===== src/rtl/cnn_result_monitor_if.sv =====
`default_nettype none
// ============================================================================
// Module      : cnn_result_monitor_if
// Description : Stimulus and result bundle of the CNN result monitor.
// Revision    : 1.0 - initial release
// ============================================================================
interface cnn_result_monitor_if #(
   parameter int CLASS_W     = 4,
   parameter int NUM_CLASSES = 10,
   parameter int CNT_W       = 4,
   parameter int ADDR_W      = 19
);
   logic                         start;
   logic [CLASS_W-1:0]           expected_class;
   logic [CLASS_W-1:0]           class_in;
   logic                         class_valid;
   logic [ADDR_W-1:0]            address;
   logic [CNT_W-1:0]             error_count;
   logic [CNT_W-1:0]             total_count;
   logic [NUM_CLASSES*CNT_W-1:0] hist_flat;
   logic                         error_pulse;
   logic                         busy;
   logic                         done;
   logic                         bad_class;
   logic                         saturated;

   modport master (
      output start, expected_class, class_in, class_valid, address,
      input  error_count, total_count, hist_flat, error_pulse,
             busy, done, bad_class, saturated
   );

   modport slave (
      input  start, expected_class, class_in, class_valid, address,
      output error_count, total_count, hist_flat, error_pulse,
             busy, done, bad_class, saturated
   );
endinterface
`default_nettype wire


===== src/rtl/cnn_result_monitor.sv =====
`default_nettype none
// ============================================================================
// Module      : cnn_result_monitor
// Description : Checks CNN classifications against an expected class and keeps
//               saturating error/total/histogram counters under run control.
// Revision    : 1.0 - initial release
// ============================================================================
module cnn_result_monitor #(
   parameter int CLASS_W     = 4,
   parameter int NUM_CLASSES = 10,
   parameter int CNT_W       = 4,
   parameter int ADDR_W      = 19,
   parameter int ADDR_LIMIT  = 512000,
   parameter int MAX_EVENTS  = 0,
   parameter int USE_VALID   = 0
) (
   input  wire logic           clk,
   input  wire logic           reset,
   cnn_result_monitor_if.slave mon
);
   localparam logic [CNT_W-1:0]  c_CNT_MAX    = '1;
   localparam logic [ADDR_W-1:0] c_ADDR_LIMIT = ADDR_W'(ADDR_LIMIT);
   localparam logic [CNT_W-1:0]  c_MAX_EVENTS = CNT_W'(MAX_EVENTS);

   typedef enum logic [1:0] {
      S_IDLE = 2'd0,
      S_RUN  = 2'd1,
      S_DONE = 2'd2
   } state_t;

   state_t             r_state;
   logic               r_q1, r_q2, r_evt;
   logic [CLASS_W-1:0] r_cls_evt, r_exp;
   logic [CNT_W-1:0]   r_err, r_tot;
   logic [CNT_W-1:0]   r_hist [NUM_CLASSES];
   logic               r_pulse, r_busy, r_done, r_bad, r_sat;

   logic               w_max_hit, w_in_window, w_in_range, w_mismatch, w_count, w_sat_hit;
   logic [CNT_W-1:0]   w_err_nxt, w_tot_nxt;
   logic [CNT_W-1:0]   w_hist_nxt [NUM_CLASSES];

   assign w_max_hit   = (MAX_EVENTS != 0) && (r_tot == c_MAX_EVENTS);
   assign w_in_window = (mon.address <= c_ADDR_LIMIT);
   assign w_in_range  = (int'(r_cls_evt) < NUM_CLASSES);
   assign w_mismatch  = (r_cls_evt != r_exp);
   // A start on the same edge always wins over a pending event.
   assign w_count     = (r_state == S_RUN) && r_evt && w_in_window && !w_max_hit && !mon.start;

   always_comb begin
      w_err_nxt  = r_err;
      w_tot_nxt  = r_tot;
      w_hist_nxt = r_hist;
      if (w_count) begin
         if (r_tot != c_CNT_MAX) w_tot_nxt = r_tot + 1'b1;
         if (w_mismatch && (r_err != c_CNT_MAX)) w_err_nxt = r_err + 1'b1;
         for (int k = 0; k < NUM_CLASSES; k++) begin
            if (w_in_range && (r_cls_evt == CLASS_W'(k)) && (r_hist[k] != c_CNT_MAX))
               w_hist_nxt[k] = r_hist[k] + 1'b1;
         end
      end
      w_sat_hit = (w_err_nxt == c_CNT_MAX) || (w_tot_nxt == c_CNT_MAX);
      for (int k = 0; k < NUM_CLASSES; k++) begin
         if (w_hist_nxt[k] == c_CNT_MAX) w_sat_hit = 1'b1;
      end
   end

   always_ff @(posedge clk or negedge reset) begin
      if (!reset) begin
         r_state   <= S_IDLE;
         r_q1      <= 1'b0;
         r_q2      <= 1'b0;
         r_evt     <= 1'b0;
         r_cls_evt <= '0;
         r_exp     <= '0;
         r_err     <= '0;
         r_tot     <= '0;
         for (int k = 0; k < NUM_CLASSES; k++) r_hist[k] <= '0;
         r_pulse   <= 1'b0;
         r_busy    <= 1'b0;
         r_done    <= 1'b0;
         r_bad     <= 1'b0;
         r_sat     <= 1'b0;
      end else begin
         // Detector runs in every state; edge mode fires on class_in leaving zero.
         r_q1      <= (mon.class_in != '0);
         r_q2      <= r_q1;
         r_evt     <= (USE_VALID != 0) ? mon.class_valid : (r_q1 & ~r_q2);
         r_cls_evt <= mon.class_in;
         r_pulse   <= 1'b0;
         if (mon.start) begin
            r_state <= S_RUN;
            r_busy  <= 1'b1;
            r_done  <= 1'b0;
            r_exp   <= mon.expected_class;
            r_err   <= '0;
            r_tot   <= '0;
            for (int k = 0; k < NUM_CLASSES; k++) r_hist[k] <= '0;
            r_bad   <= 1'b0;
            r_sat   <= 1'b0;
         end else if (r_state == S_RUN) begin
            r_err   <= w_err_nxt;
            r_tot   <= w_tot_nxt;
            r_hist  <= w_hist_nxt;
            r_sat   <= r_sat | w_sat_hit;
            r_bad   <= r_bad | (w_count & ~w_in_range);
            r_pulse <= w_count & w_mismatch;
            if (!w_in_window || w_max_hit) begin
               r_state <= S_DONE;
               r_busy  <= 1'b0;
               r_done  <= 1'b1;
            end
         end
      end
   end

   generate
      for (genvar k = 0; k < NUM_CLASSES; k++) begin : g_hist_flat
         assign mon.hist_flat[k*CNT_W +: CNT_W] = r_hist[k];
      end
   endgenerate

   assign mon.error_count = r_err;
   assign mon.total_count = r_tot;
   assign mon.error_pulse = r_pulse;
   assign mon.busy        = r_busy;
   assign mon.done        = r_done;
   assign mon.bad_class   = r_bad;
   assign mon.saturated   = r_sat;
endmodule
`default_nettype wire


===== src/flat_wrapper.sv =====
// flat-port wrapper written by rule: the top's interface ports become plain ports
module cnn_result_monitor_flat 
#(
   parameter int CLASS_W     = 4,
   parameter int NUM_CLASSES = 10,
   parameter int CNT_W       = 4,
   parameter int ADDR_W      = 19,
   parameter int ADDR_LIMIT  = 512000,
   parameter int MAX_EVENTS  = 0,
   parameter int USE_VALID   = 0
)
  (clk, reset, mon_start, mon_expected_class, mon_class_in, mon_class_valid, mon_address, mon_error_count, mon_total_count, mon_hist_flat, mon_error_pulse, mon_busy, mon_done, mon_bad_class, mon_saturated);
  cnn_result_monitor_if #(.CLASS_W(CLASS_W), .NUM_CLASSES(NUM_CLASSES), .CNT_W(CNT_W), .ADDR_W(ADDR_W)) mon_i ();
  input  wire logic clk;
  input  wire logic reset;
  input wire logic [$bits(mon_i.start)-1:0] mon_start;
  input wire logic [$bits(mon_i.expected_class)-1:0] mon_expected_class;
  input wire logic [$bits(mon_i.class_in)-1:0] mon_class_in;
  input wire logic [$bits(mon_i.class_valid)-1:0] mon_class_valid;
  input wire logic [$bits(mon_i.address)-1:0] mon_address;
  output wire logic [$bits(mon_i.error_count)-1:0] mon_error_count;
  output wire logic [$bits(mon_i.total_count)-1:0] mon_total_count;
  output wire logic [$bits(mon_i.hist_flat)-1:0] mon_hist_flat;
  output wire logic [$bits(mon_i.error_pulse)-1:0] mon_error_pulse;
  output wire logic [$bits(mon_i.busy)-1:0] mon_busy;
  output wire logic [$bits(mon_i.done)-1:0] mon_done;
  output wire logic [$bits(mon_i.bad_class)-1:0] mon_bad_class;
  output wire logic [$bits(mon_i.saturated)-1:0] mon_saturated;
  assign mon_i.start = mon_start;
  assign mon_i.expected_class = mon_expected_class;
  assign mon_i.class_in = mon_class_in;
  assign mon_i.class_valid = mon_class_valid;
  assign mon_i.address = mon_address;
  assign mon_error_count = mon_i.error_count;
  assign mon_total_count = mon_i.total_count;
  assign mon_hist_flat = mon_i.hist_flat;
  assign mon_error_pulse = mon_i.error_pulse;
  assign mon_busy = mon_i.busy;
  assign mon_done = mon_i.done;
  assign mon_bad_class = mon_i.bad_class;
  assign mon_saturated = mon_i.saturated;
  cnn_result_monitor #(.CLASS_W(CLASS_W), .NUM_CLASSES(NUM_CLASSES), .CNT_W(CNT_W), .ADDR_W(ADDR_W), .ADDR_LIMIT(ADDR_LIMIT), .MAX_EVENTS(MAX_EVENTS), .USE_VALID(USE_VALID)) u_core (.clk(clk), .reset(reset), .mon(mon_i));
endmodule

===== config.mk =====
export PLATFORM = sky130hd
export DESIGN_NAME = cnn_result_monitor_flat
export DESIGN_NICKNAME = d
export VERILOG_FILES = /design/src/rtl/cnn_result_monitor_if.sv /design/src/rtl/cnn_result_monitor.sv /design/src/flat_wrapper.sv
export SDC_FILE = /design/constraint.sdc
export NUM_CORES = 1
export LEC_CHECK = 0
export CORE_MARGIN = 4
export CORE_UTILIZATION = 37
export CTS_BUF_LIST = sky130_fd_sc_hd__clkbuf_8 sky130_fd_sc_hd__clkbuf_16
export CTS_CLUSTER_DIAMETER = 120
export DETAILED_ROUTE_END_ITERATION = 10
export PLACE_DENSITY = 0.67
export SYNTH_ARGS = -nofsm -noshare
export SYNTH_HDL_FRONTEND = slang
export SYNTH_SLANG_ARGS = --single-unit

===== constraint.sdc =====
create_clock -name clk -period 5.6 [get_ports clk]
set_input_delay 1.12 -clock clk [delete_from_list [all_inputs] [get_ports clk]]
set_output_delay 1.12 -clock clk [all_outputs]
set_load 0.01 [all_outputs]

Yosys cells after proc, flatten, opt, wreduce, memory -nomap -nowiden
Index checks and enable logic that the tools add are counted.
{"block": "op_classes", "add_sub_neg": 12, "mul": 0, "div_mod_pow": 0, "n_lt_le_gt_ge": 2, "eq_ne": 36, "shifts": 0, "muxes": 46, "n_bitwise": 7, "n_reduce_logical": 30}
{"cell": "$mux W40", "n": 3}
{"cell": "$mux W4", "n": 18}
{"cell": "$eq A4 B4 Y1 const B", "n": 14}
{"cell": "$add A4 B1 Y4 const B", "n": 12}
{"cell": "$ne A4 B4 Y1 const B", "n": 12}
{"cell": "$logic_and A1 B1 Y1", "n": 24}
{"cell": "$mux W1", "n": 22}
{"cell": "$le A19 B19 Y1 const B", "n": 1}
{"cell": "$eq A4 B3 Y1 const B", "n": 4}
{"cell": "$eq A4 B2 Y1 const B", "n": 2}
{"cell": "$mux W2", "n": 3}
{"cell": "$eq A4 B1 Y1 const B", "n": 1}
{"cell": "$logic_not A4 Y1", "n": 1}
{"cell": "$lt A4 B4 Y1 const B", "n": 1}
{"cell": "$ne A4 B4 Y1", "n": 1}
{"cell": "$reduce_bool A4 Y1", "n": 1}
{"cell": "$and A1 B1 Y1", "n": 3}
{"cell": "$eq A2 B1 Y1 const B", "n": 1}
{"cell": "$ne A2 B2 Y1 const B", "n": 1}
{"cell": "$not A1 Y1", "n": 2}
{"cell": "$or A1 B1 Y1", "n": 2}
{"cell": "$reduce_and A2 Y1", "n": 1}
{"cell": "$reduce_bool A2 Y1", "n": 1}
{"cell": "$logic_not A1 Y1", "n": 1}
{"cell": "$logic_or A1 B1 Y1", "n": 1}
{"block": "totals", "reg_bits": 66, "latchBits": 0, "mem_bits_rw": 0, "romBits": 0, "input_bits": 31, "out_inout_bits": 53, "memories": 0}

Depth between registers and ports, before layout
Gate-level depths: netlist of run 1.
{"block": "depth", "word_depth": 20, "mapped_depth": 9}

Worst setup path before layout of run 1
Ideal clock, no wire load.
{"block": "synth_path", "kind": "input to register", "from": "input port mon_address[1]", "to": "register u_core.r_sat, in the netlist u_core.mon.saturated", "arrival_time_ps": 3051, "required_ps": 5447, "slack_ps": 2396, "stages": 8, "path_buffers": 1, "path_cell_list": "nor4_2 nand4_2 buf_6 a2111oi_4 mux2i_1 nor3b_2 a2111oi_1 a311oi_2"}
{"block": "synth_between", "elab_chain_len": 19, "elab_cells_between_ends": 32, "classes_between": "order compare (1); eq/ne (12); mux (15); bitwise (1); reduce/logical (3)"}
{"item": "start, declared", "line": "flat_wrapper.sv:20", "source": "input wire logic [$bits(mon_i.address)-1:0] mon_address;"}
{"item": "$le A19 B19 Y1 *", "line": "cnn_result_monitor.sv:43", "source": "assign w_in_window = (mon.address <= c_ADDR_LIMIT);"}
{"item": "$logic_and A1 B1 Y1 * (2 in a row)", "line": "cnn_result_monitor.sv:47", "source": "assign w_count = (r_state == S_RUN) && r_evt && w_in_window && !w_max_hit && !mon.start;"}
{"item": "$mux W4", "line": "cnn_result_monitor.sv:53", "source": "if (w_count) begin"}
{"item": "$eq A4 B4 Y1", "line": "cnn_result_monitor.sv:61", "source": "w_sat_hit = (w_err_nxt == c_CNT_MAX) || (w_tot_nxt == c_CNT_MAX);"}
{"item": "$logic_or A1 B1 Y1", "line": "cnn_result_monitor.sv:61"}
{"item": "$mux W1 (9 in a row)", "line": "cnn_result_monitor.sv:63", "source": "if (w_hist_nxt[k] == c_CNT_MAX) w_sat_hit = 1'b1;"}
{"item": "$mux W1 *", "line": "cnn_result_monitor.sv:63"}
{"item": "$or A1 B1 Y1 *", "line": "cnn_result_monitor.sv:104", "source": "r_sat <= r_sat | w_sat_hit;"}
{"item": "$mux W1 *", "line": "cnn_result_monitor.sv:100", "source": "end else if (r_state == S_RUN) begin"}
{"item": "$mux W1 *", "line": "cnn_result_monitor.sv:90", "source": "if (mon.start) begin"}
{"item": "end signal, assigned", "line": "cnn_result_monitor.sv:104"}
{"item": "end, declared", "line": "cnn_result_monitor.sv:36", "source": "logic r_pulse, r_busy, r_done, r_bad, r_sat;"}
Mark *: on every way between the ends. The rest lies on a longest branch, timed or not. The select of a mux whose other input is x is not followed.
A chain may end at the register's enable or synchronous reset.

Worst setup path after layout of run 1
Same ends and word-level chain as after synthesis.

==> results of run 1 <==
## sequential cells by signal (all words and copies together), names as in the netlist, 4 cells and up
| signal | count |
|---|---|
| u_core.mon.hist_flat | 40 |
| u_core.mon.error_count | 4 |
| u_core.mon.total_count | 4 |
| u_core.r_cls_evt | 4 |
| u_core.r_exp | 4 |
## metrics by stage
stage | power (mW) | worst slack, ns
after floorplan | 0.5119 | 2.396
after global placement | 0.5514 | 1.600
after detailed placement | 0.5536 | 1.458
after CTS | 0.9892 | 1.800
after global routing | 1.015 | 1.679
final | 0.9763 | 1.772
## final timing paths
check                           slack (ns)            start  depth (start not counted)                       end
worst max-delay path                  1.77   mon_address[1]                          9      u_core.mon.saturated
worst min-delay path                  0.39      u_core.r_q1                          0               u_core.r_q2
worst max register to register        2.72  u_core.mon.done                          7      u_core.mon.saturated
worst min register to register        0.39      u_core.r_q1                          0               u_core.r_q2
max in group asynchronous             4.10            reset                          2  u_core.mon.hist_flat[20]
min in group asynchronous             0.97            reset                          2  u_core.mon.hist_flat[27]
## synth_stat cells (2+ instances only)
library cell and number:
and2_1 3, clkbuf_1 6, and4_1 3, nand3_1 16, a31oi_1 6, xor2_1 15, o21ai_0 5, a21oi_1 12
or3_1 4, a211oi_1 6, or4bb_1 2, mux2i_1 16, nor3_1 8, a31o_2 4, nand3b_1 2, nand4_1 15
a21o_1 2, nand2_1 23, nor2b_1 6, and3b_1 2, nor3b_2 2, nor4_1 3, buf_2 6, o211ai_1 2
a21oi_2 3, buf_4 2, ha_1 12, inv_1 5, nor3b_1 4, mux2_2 6, nor4bb_1 2, nor2_1 50
a2111oi_4 4, dfrtp_1 64, nand2b_1 10, and3_1 6, xnor2_1 10
## cell type report
class / instances / area share (%)
inverters: 5 / 0.3782
flip-flops and latches: 64 / 32.27
repair buffers: 87 / 17.10
well taps: 133 / 3.354
clock buffers: 13 / 3.606
multi-input cells: 291 / 42.51
clock inverters: 3 / 0.7816
## cell usage in the layout (no fill, tap or decap), drive strengths merged, types with 7 or more instances in the layout
cell	n
a21oi	16
clkbuf	13
xor2	15
clkdlybuf4s50	80
nor3	8
nand2	23
nand4	16
nand3	16
nand2b	10
nor2	51
xnor2	10
a211oi	7
buf	7
ha	12
mux2i	16
dfrtp	64
## kinds of logic (layout without fill, tap and decap cells)
logic type,count (synthesis),after routing,share of synthesized area [%]
and+or+nand+nor,173,173,25.80
DFF,64,64,42.01
AOI/OAI and AO/OA,59,59,13.88
xor gates and xnor gates,25,25,5.743
muxes,22,22,5.973
buffers and inverters,21,108,2.658
adders and majority gates,12,12,3.938
## metal layers
metal / GRT usage, % / up-vias
met4: 3.473 / 0
met1: 22.08 / 1548
met2: 26.37 / 94
met3: 4.463 / 7
met5: 0 / -
li1: - / 1544
## power by group through the flow
stage / combinational (mW) / clock [mW] / sequential [mW]
floorplan: 0.0310 / 0 / 0.481
global placement: 0.0661 / 0 / 0.485
detailed placement: 0.0679 / 0 / 0.486
CTS: 0.0680 / 0.444 / 0.477
global route: 0.0741 / 0.463 / 0.477
finish: 0.0668 / 0.433 / 0.477
==> out/metrics.csv, run 1 <==
metric,value,unit
cts_hold_buf,0,
sequentialPowerShare,48.8,%
dieArea,11990,um^2
power.density,196.7,nW/um^2
relSlewSlack,44.73,%
coreArea,9910,um^2
cts_buffers,9,
crit_path_end_kind,flip-flop,
cts_max_level,3,
final_util,50.08,%
finalMaxSlewViolations,0,
grt_pass1_vias,3113,
period_share,68.36,%
multi_input_area,2110,um^2
clock-sinks,64,
synth_cells,376,
p_leak,1.932,nW
clkPwrFrac,44.3,%
slowest_delay,0.54,ns
antenna_found_initial,0,
fillers,942,
path_cells,clkdlybuf4s50_1 > nor4_2 > nand4_2 > buf_4 > nand2_1 > nand3_1 > mux2i_1 > a2111oi_1 > a311oi_2,
start_kind,input pin,
drt_iter0_markers,116,
async_flop_share,100.0,%
grt_pass1_wl,15.44,mm
ant_nets,0,
synthTopCellsByArea,"dfrtp_1 (42%), nor2_1 (4.9%), mux2i_1 (4.2%)",
cp.arrival,4.01,ns
timing.fmax,261.2,MHz
gp_congestion,0.8001,
holdWs,0.3857,ns
worstSkewPairLatency,0.34,ns
path_buf_inv,2,
netlist_area,3812,um^2
rows,36,
ff_latch_area,1602,um^2
synth_cell_type_count,66,
top_layer,met4,
die_w,109.5,um
gr-usage-all-layers,16.36,%
drv_cap,0,
hpwl,6.819,mm
netSwitchingFraction,22.98,%
io_pins,84,
fin_skew,0.007145,ns
synth_nets,419,
wl,9.498,mm
p_sw,0.2244,mW
crit_slowest_cell,a2111oi_1,
tightest_slew,0.8290,ns
design_area,4962,um^2
setup_viol,0,
critPathTopFamily,simple AND/OR/NAND/NOR gates,
dp_cells,580,
final_layout_size_suffix_gt1_share,11.66,%
clk_pin_slew,0.07,ns
cts.path.max_buffers,2,
power.ir.vdd_worst,0.1673,mV
cts-resized-gates,0,
chipHeight,109.5,um
rsz0062_at_grt,false,
viasPerCell,5.357,
drt-pass1-iter-count,4,
diodes,0,
cts-root-buf,clkbuf_8,
syn_area_per_cell,10.14,um^2
wl_per_cell,15.94,um
finalNonFillerCells,596,
path_max_fanout,15,
seq_area_frac_synth,42.01,%
num_vias,3193,
synth_top_cell_by_area,dfrtp_1,
synth_top_flop_cell,dfrtp_1,
drc,0,
cts_setup_buffers,0,
synth_seq_cells,64,
placed_area,4745,um^2
wl_met3,621,um
yosys_warnings,0,
outcome,finished clean,
synth_edf_count,0,
criticalPathCategory,in -> reg,
route.met2.wl,4.690,mm
grt_overflow_total,0,
combPwrFrac,6.8,%
grt_max_degree,65,
intPower,0.7519,mW
synth_top_area_share,42.01,%
fin_tns_setup,0,ns
area_growth_syn_to_layout,30.16,%
wl_met1,4.120,mm
fin_nets,501,
start_util,38.47,%
place.port_buffers,82,
fin_crit,3.828,ns
crit_required,5.79,ns
hold_violations,0,
cts_tree,done,
hold_path_class,reg -> reg,
Power figures use the tool's default switching activity.
==> run 2, diff against run 1 <==
Settings changed: PLACE_DENSITY 0.67 to 0.69.
Clock period 5.6 ns to 3.2 ns, I/O delays scaled along.
==> run 2 against run 1 <==
Cell count grew 3.2%. Non-clock buffer count grew 19. Die area is the same. Sequential power up 75%. Register-to-register slack got worse by 2.2 ns. Largest power group unchanged. Highest routed layer unchanged. Global-route usage up 0.72 points. Core utilization grew 1.6 points. Critical endpoint unchanged. Hold slack improved by 0.0023 ns.
==> out/metrics.csv, run 2 (same netlist as run 1, synthesis figures left out) <==
metric,value,unit
grt_pass1_vias,3257,
pre_cts_slack,-0.005910,ns
r2r_slack,0.48,ns
fin_skew,0.008730,ns
place.port_buffers,82,
p_leak,2.028,nW
cts-root-buf,clkbuf_8,
layout_common_cells,"clkdlybuf4s50_1 (80), dfrtp_1 (64), nor2_1 (50)",
rsz0062_at_grt,false,
gr-usage-all-layers,17.07,%
viasPerCell,5.325,
clock-sinks,64,
wl,9.593,mm
timing.fmax,349.4,MHz
cts_tree,done,
start_kind,input pin,
chipHeight,109.5,um
fin_nets,520,
placed_area,4900,um^2
grt_pass1_wl,16.14,mm
p_total,1.739,mW
hold_violations,0,
largest_reg_flops,40,
cts_setup_buffers,0,
hpwl,7.072,mm
finalMaxSlewViolations,0,
final_util,51.68,%
grt_overflow_total,0,
ant_nets,0,
power.density,339.5,nW/um^2
drc,0,
coreArea,9910,um^2
crit_path_end_kind,flip-flop,
setup_viol,0,
layout_setup_ws,0.3383,ns
worstSkewPairLatency,0.35,ns
gp_congestion,0.8857,
drv_cap,0,
hold_path_class,reg -> reg,
grt_max_degree,49,
wl_per_cell,15.60,um
path_max_fanout,12,
antenna_found_initial,0,
clk_pin_slew,0.07,ns
area_growth_syn_to_layout,34.33,%
diodes,0,
fin_tns_setup,0,ns
die_w,109.5,um
drt-pass1-iter-count,4,
fin_crit,2.862,ns
cts.path.max_buffers,2,
period_share,89.43,%
relSlewSlack,41.69,%
num_vias,3275,
cts_max_level,3,
drt_iter0_markers,189,
start_util,38.47,%
design_area,5121,um^2
cts_buffers,9,
criticalPathCategory,in -> reg,
cts_hold_buf,0,
cts-resized-gates,0,
dieArea,11990,um^2
outcome,finished clean,
cp.arrival,3.06,ns
io_pins,84,
crit_required,3.40,ns
power.ir.vdd_worst,0.3074,mV
layout_commonest_cell,clkdlybuf4s50_1,
tightest_slew,0.8746,ns
rows,36,
final_layout_size_suffix_gt1_share,15.15,%
-- run 2: cell count changes in the layout (fill, tap and decap cells not counted) --
cell | before | now
buf_12 | 0 | 1
buf_4 | 5 | 23
clkinvlp_4 | 0 | 2
clkbuf_8 | 13 | 10
bufinv_16 | 1 | 2
-- run 2: worst max-delay path, stage by stage --
cell	delay (ns)
clkdlybuf4s50_1	0.41
nor4b_2	0.31
nand4_2	0.17
buf_12	0.19
a2111oi_4	0.33
mux2i_1	0.25
nor3b_2	0.07
a2111oi_1	0.51
a311oi_2	0.18
-- run 2: path summary, 6_finish.rpt --
kind                                     start                       end  cells after the start
min in group asynchronous                reset  u_core.mon.hist_flat[32]                      1
hold reg to reg                    u_core.r_q2              u_core.r_evt                      1
setup reg to reg           u_core.r_cls_evt[0]      u_core.mon.saturated                      8
setup / recovery               mon_address[11]      u_core.mon.saturated                      9
max in group asynchronous                reset   u_core.mon.hist_flat[7]                      2
hold / removal                     u_core.r_q2              u_core.r_evt                      1
-- run 2: report_power, final --
part / switching, mW / internal [mW] / leakage (nW) / total, mW
logic: 0.0612 / 0.0592 / 1.06 / 0.120
registers: 0.0159 / 0.819 / 0.861 / 0.834
clock network: 0.328 / 0.455 / 0.110 / 0.784
total: 0.406 / 1.33 / 2.03 / 1.74
-- run 2: final cells by class --
cell class	instances	area, um^2
Clock inverter	6	83.83
Clock buffer	10	137.6
Multi-Input combinational cell	291	2110
Timing Repair Buffer	106	1003
Tap cell	133	166.4
Inverter	5	18.77
Sequential cell	64	1602
Fill cell	916	4788
-- run 2: through the flow --
stage | std cells | hold WS [ns]
CTS | 615 | 0.3883
global placement | 599 | 0.3687
finish | 615 | 0.3880
global route | 615 | 0.4103
detailed placement | 599 | 0.3713
floorplan | 376 | 0.3444
-- run 2: metal layers --
metal  wire (um)  share of wire, %  global-route usage [%]  vias up
met4         122               1.3                   4.007        0
li1            -                 -                       -     1584
met5           0                 0                       0        -
met1        4266                44                   22.62     1586
met2        4593                48                   27.33       92
met3         611               6.4                   5.344       13
==> run 3, diff against run 2 <==
Settings changed: PLACE_DENSITY 0.69 to 0.67.
Clock period 3.2 ns to 3.1 ns, I/O delays scaled along.
==> run 3 against run 2 <==
Total power down 2.0%. Flip-flop and latch count unchanged. Non-clock buffer count up 3. Combinational power up 5%. Hold slack worse by 0.15 ns. Critical path depth unchanged. Global-route usage down 0.53 points. Register-to-register slack worse by 0.11 ns. Die area unchanged. Setup slack worse by 0.052 ns. First-iteration DRC count down 25%. Critical path type unchanged. Largest cell class unchanged.
==> out/metrics.csv, run 3 (same netlist as run 1, synthesis figures left out) <==
metric,value,unit
finalMaxSlewViolations,0,
grt_pass1_vias,3207,
slowest_delay,0.47,ns
finalNonFillerCells,618,
chipHeight,109.5,um
num_vias,3248,
criticalPathCategory,in -> reg,
multi_input_area,2110,um^2
crit_slowest_cell,a2111oi_1,
rows,36,
period_share,90.77,%
start_kind,input pin,
grt_overflow_total,0,
layout_common_cells,"clkdlybuf4s50_1 (80), dfrtp_1 (64), nor2_1 (50)",
clock-sinks,64,
power.ir.vdd_worst,0.2254,mV
holdWs,0.2395,ns
p_total,1.703,mW
wl,9.522,mm
hold_violations,0,
area_growth_syn_to_layout,34.33,%
critPathTopFamily,compound AO/OA/AOI/OAI gates,
fin_skew,0.004032,ns
gp_congestion,0.8577,
dp_cells,602,
ant_nets,0,
p_leak,2.047,nW
worstSkewPairLatency,0.33,ns
route.met2.wl,4.599,mm
fin_nets,523,
wl_met3,520,um
combPwrFrac,7.4,%
path_max_fanout,12,
largest_reg_flops,40,
design_area,5121,um^2
drc,0,
drv_cap,0,
setup_viol,0,
outcome,finished clean,
cp.arrival,3.00,ns
netSwitchingFraction,22.79,%
intPower,1.315,mW
tightest_slew,0.6753,ns
hpwl,7.198,mm
p_sw,0.3882,mW
coreArea,9910,um^2
clk_pin_slew,0.07,ns
path_buf_inv,2,
top_layer,met5,
r2r_end,u_core.mon.saturated,
pre_cts_slack,-0.07606,ns
sequentialPowerShare,50.6,%
crit_required,3.28,ns
layout_commonest_cell,clkdlybuf4s50_1,
final_util,51.68,%
cp.depth,9,
critPathLaunch,mon_address[1],
viasPerCell,5.256,
grt_max_degree,30,
cts_max_level,3,
cts.path.max_buffers,2,
diodes,0,
power.density,332.6,nW/um^2
cts_buffers,9,
cts_setup_buffers,0,
place.port_buffers,82,
fillers,923,
r2r_slack,0.37,ns
worstRegToRegCells,8,
fin_crit,2.814,ns
crit_path_end_kind,flip-flop,
antenna_found_initial,1,
wl_per_cell,15.41,um
drt-pass1-iter-count,4,
clkPwrFrac,42.1,%
final_layout_size_suffix_gt1_share,15.46,%
wl_met1,4.308,mm
r2r-start,u_core.r_cls_evt[0],
path_cells,clkdlybuf4s50_1 > nor4_2 > nand4_2 > buf_12 > a2111oi_4 > mux2i_1 > nor3b_2 > a2111oi_1 > a311oi_2,
relSlewSlack,54.98,%
drt_iter0_markers,142,
fin_tns_setup,0,ns
cts_tree,done,
die_w,109.5,um
placed_area,4922,um^2
cts-resized-gates,0,
timing.fmax,355.4,MHz
cts_hold_buf,0,
start_util,38.47,%
gr-usage-all-layers,16.54,%
dieArea,11990,um^2
ff_latch_area,1602,um^2
grt_pass1_wl,15.57,mm
io_pins,84,
hold_path_class,in -> async,
layout_setup_ws,0.2862,ns
cts-root-buf,clkbuf_8,
rsz0062_at_grt,false,
run 3: changes by cell type in the layout (fill, tap and decap cells not counted), sizes merged:
| cell | previous run | this run |
|---|---|---|
| inv | 6 | 7 |
| clkbuf | 10 | 11 |
| bufinv | 2 | 1 |
| clkinvlp | 2 | 0 |
| buf | 26 | 29 |
| clkinv | 1 | 2 |
run 3: area by class of cell:
type | count | area share [%]
multi-input cells | 291 | 41.19
flip-flops and latches | 64 | 31.27
clock buffers | 11 | 2.956
repair buffers | 109 | 20.03
well taps | 133 | 3.249
clock inverters | 5 | 0.9284
inverters | 5 | 0.3665
run 3: how the worst max path moves through the flow:
stage                           end  slack (ns)
2_1_floorplan  u_core.mon.saturated        0.40
3_3_place_gp   u_core.mon.saturated       -0.03
3_5_place_dp   u_core.mon.saturated       -0.08
4_1_cts        u_core.mon.saturated        0.28
5_1_grt        u_core.mon.saturated        0.07
6_report       u_core.mon.saturated        0.29
run 3: layer usage:
layer	track usage, %	vias to the layer above
met1	21.32	1573
met3	4.815	12
met2	27.38	70
met4	4.007	2
li1	-	1591
met5	0	-
run 3: power groups by stage:
stage	logic [mW]	registers [mW]	clock network (mW)
final	0.126	0.861	0.716
after global routing	0.138	0.863	0.776
after detailed placement	0.128	0.877	0
after global placement	0.126	0.877	0
after floorplan	0.0560	0.869	0
after CTS	0.129	0.861	0.738
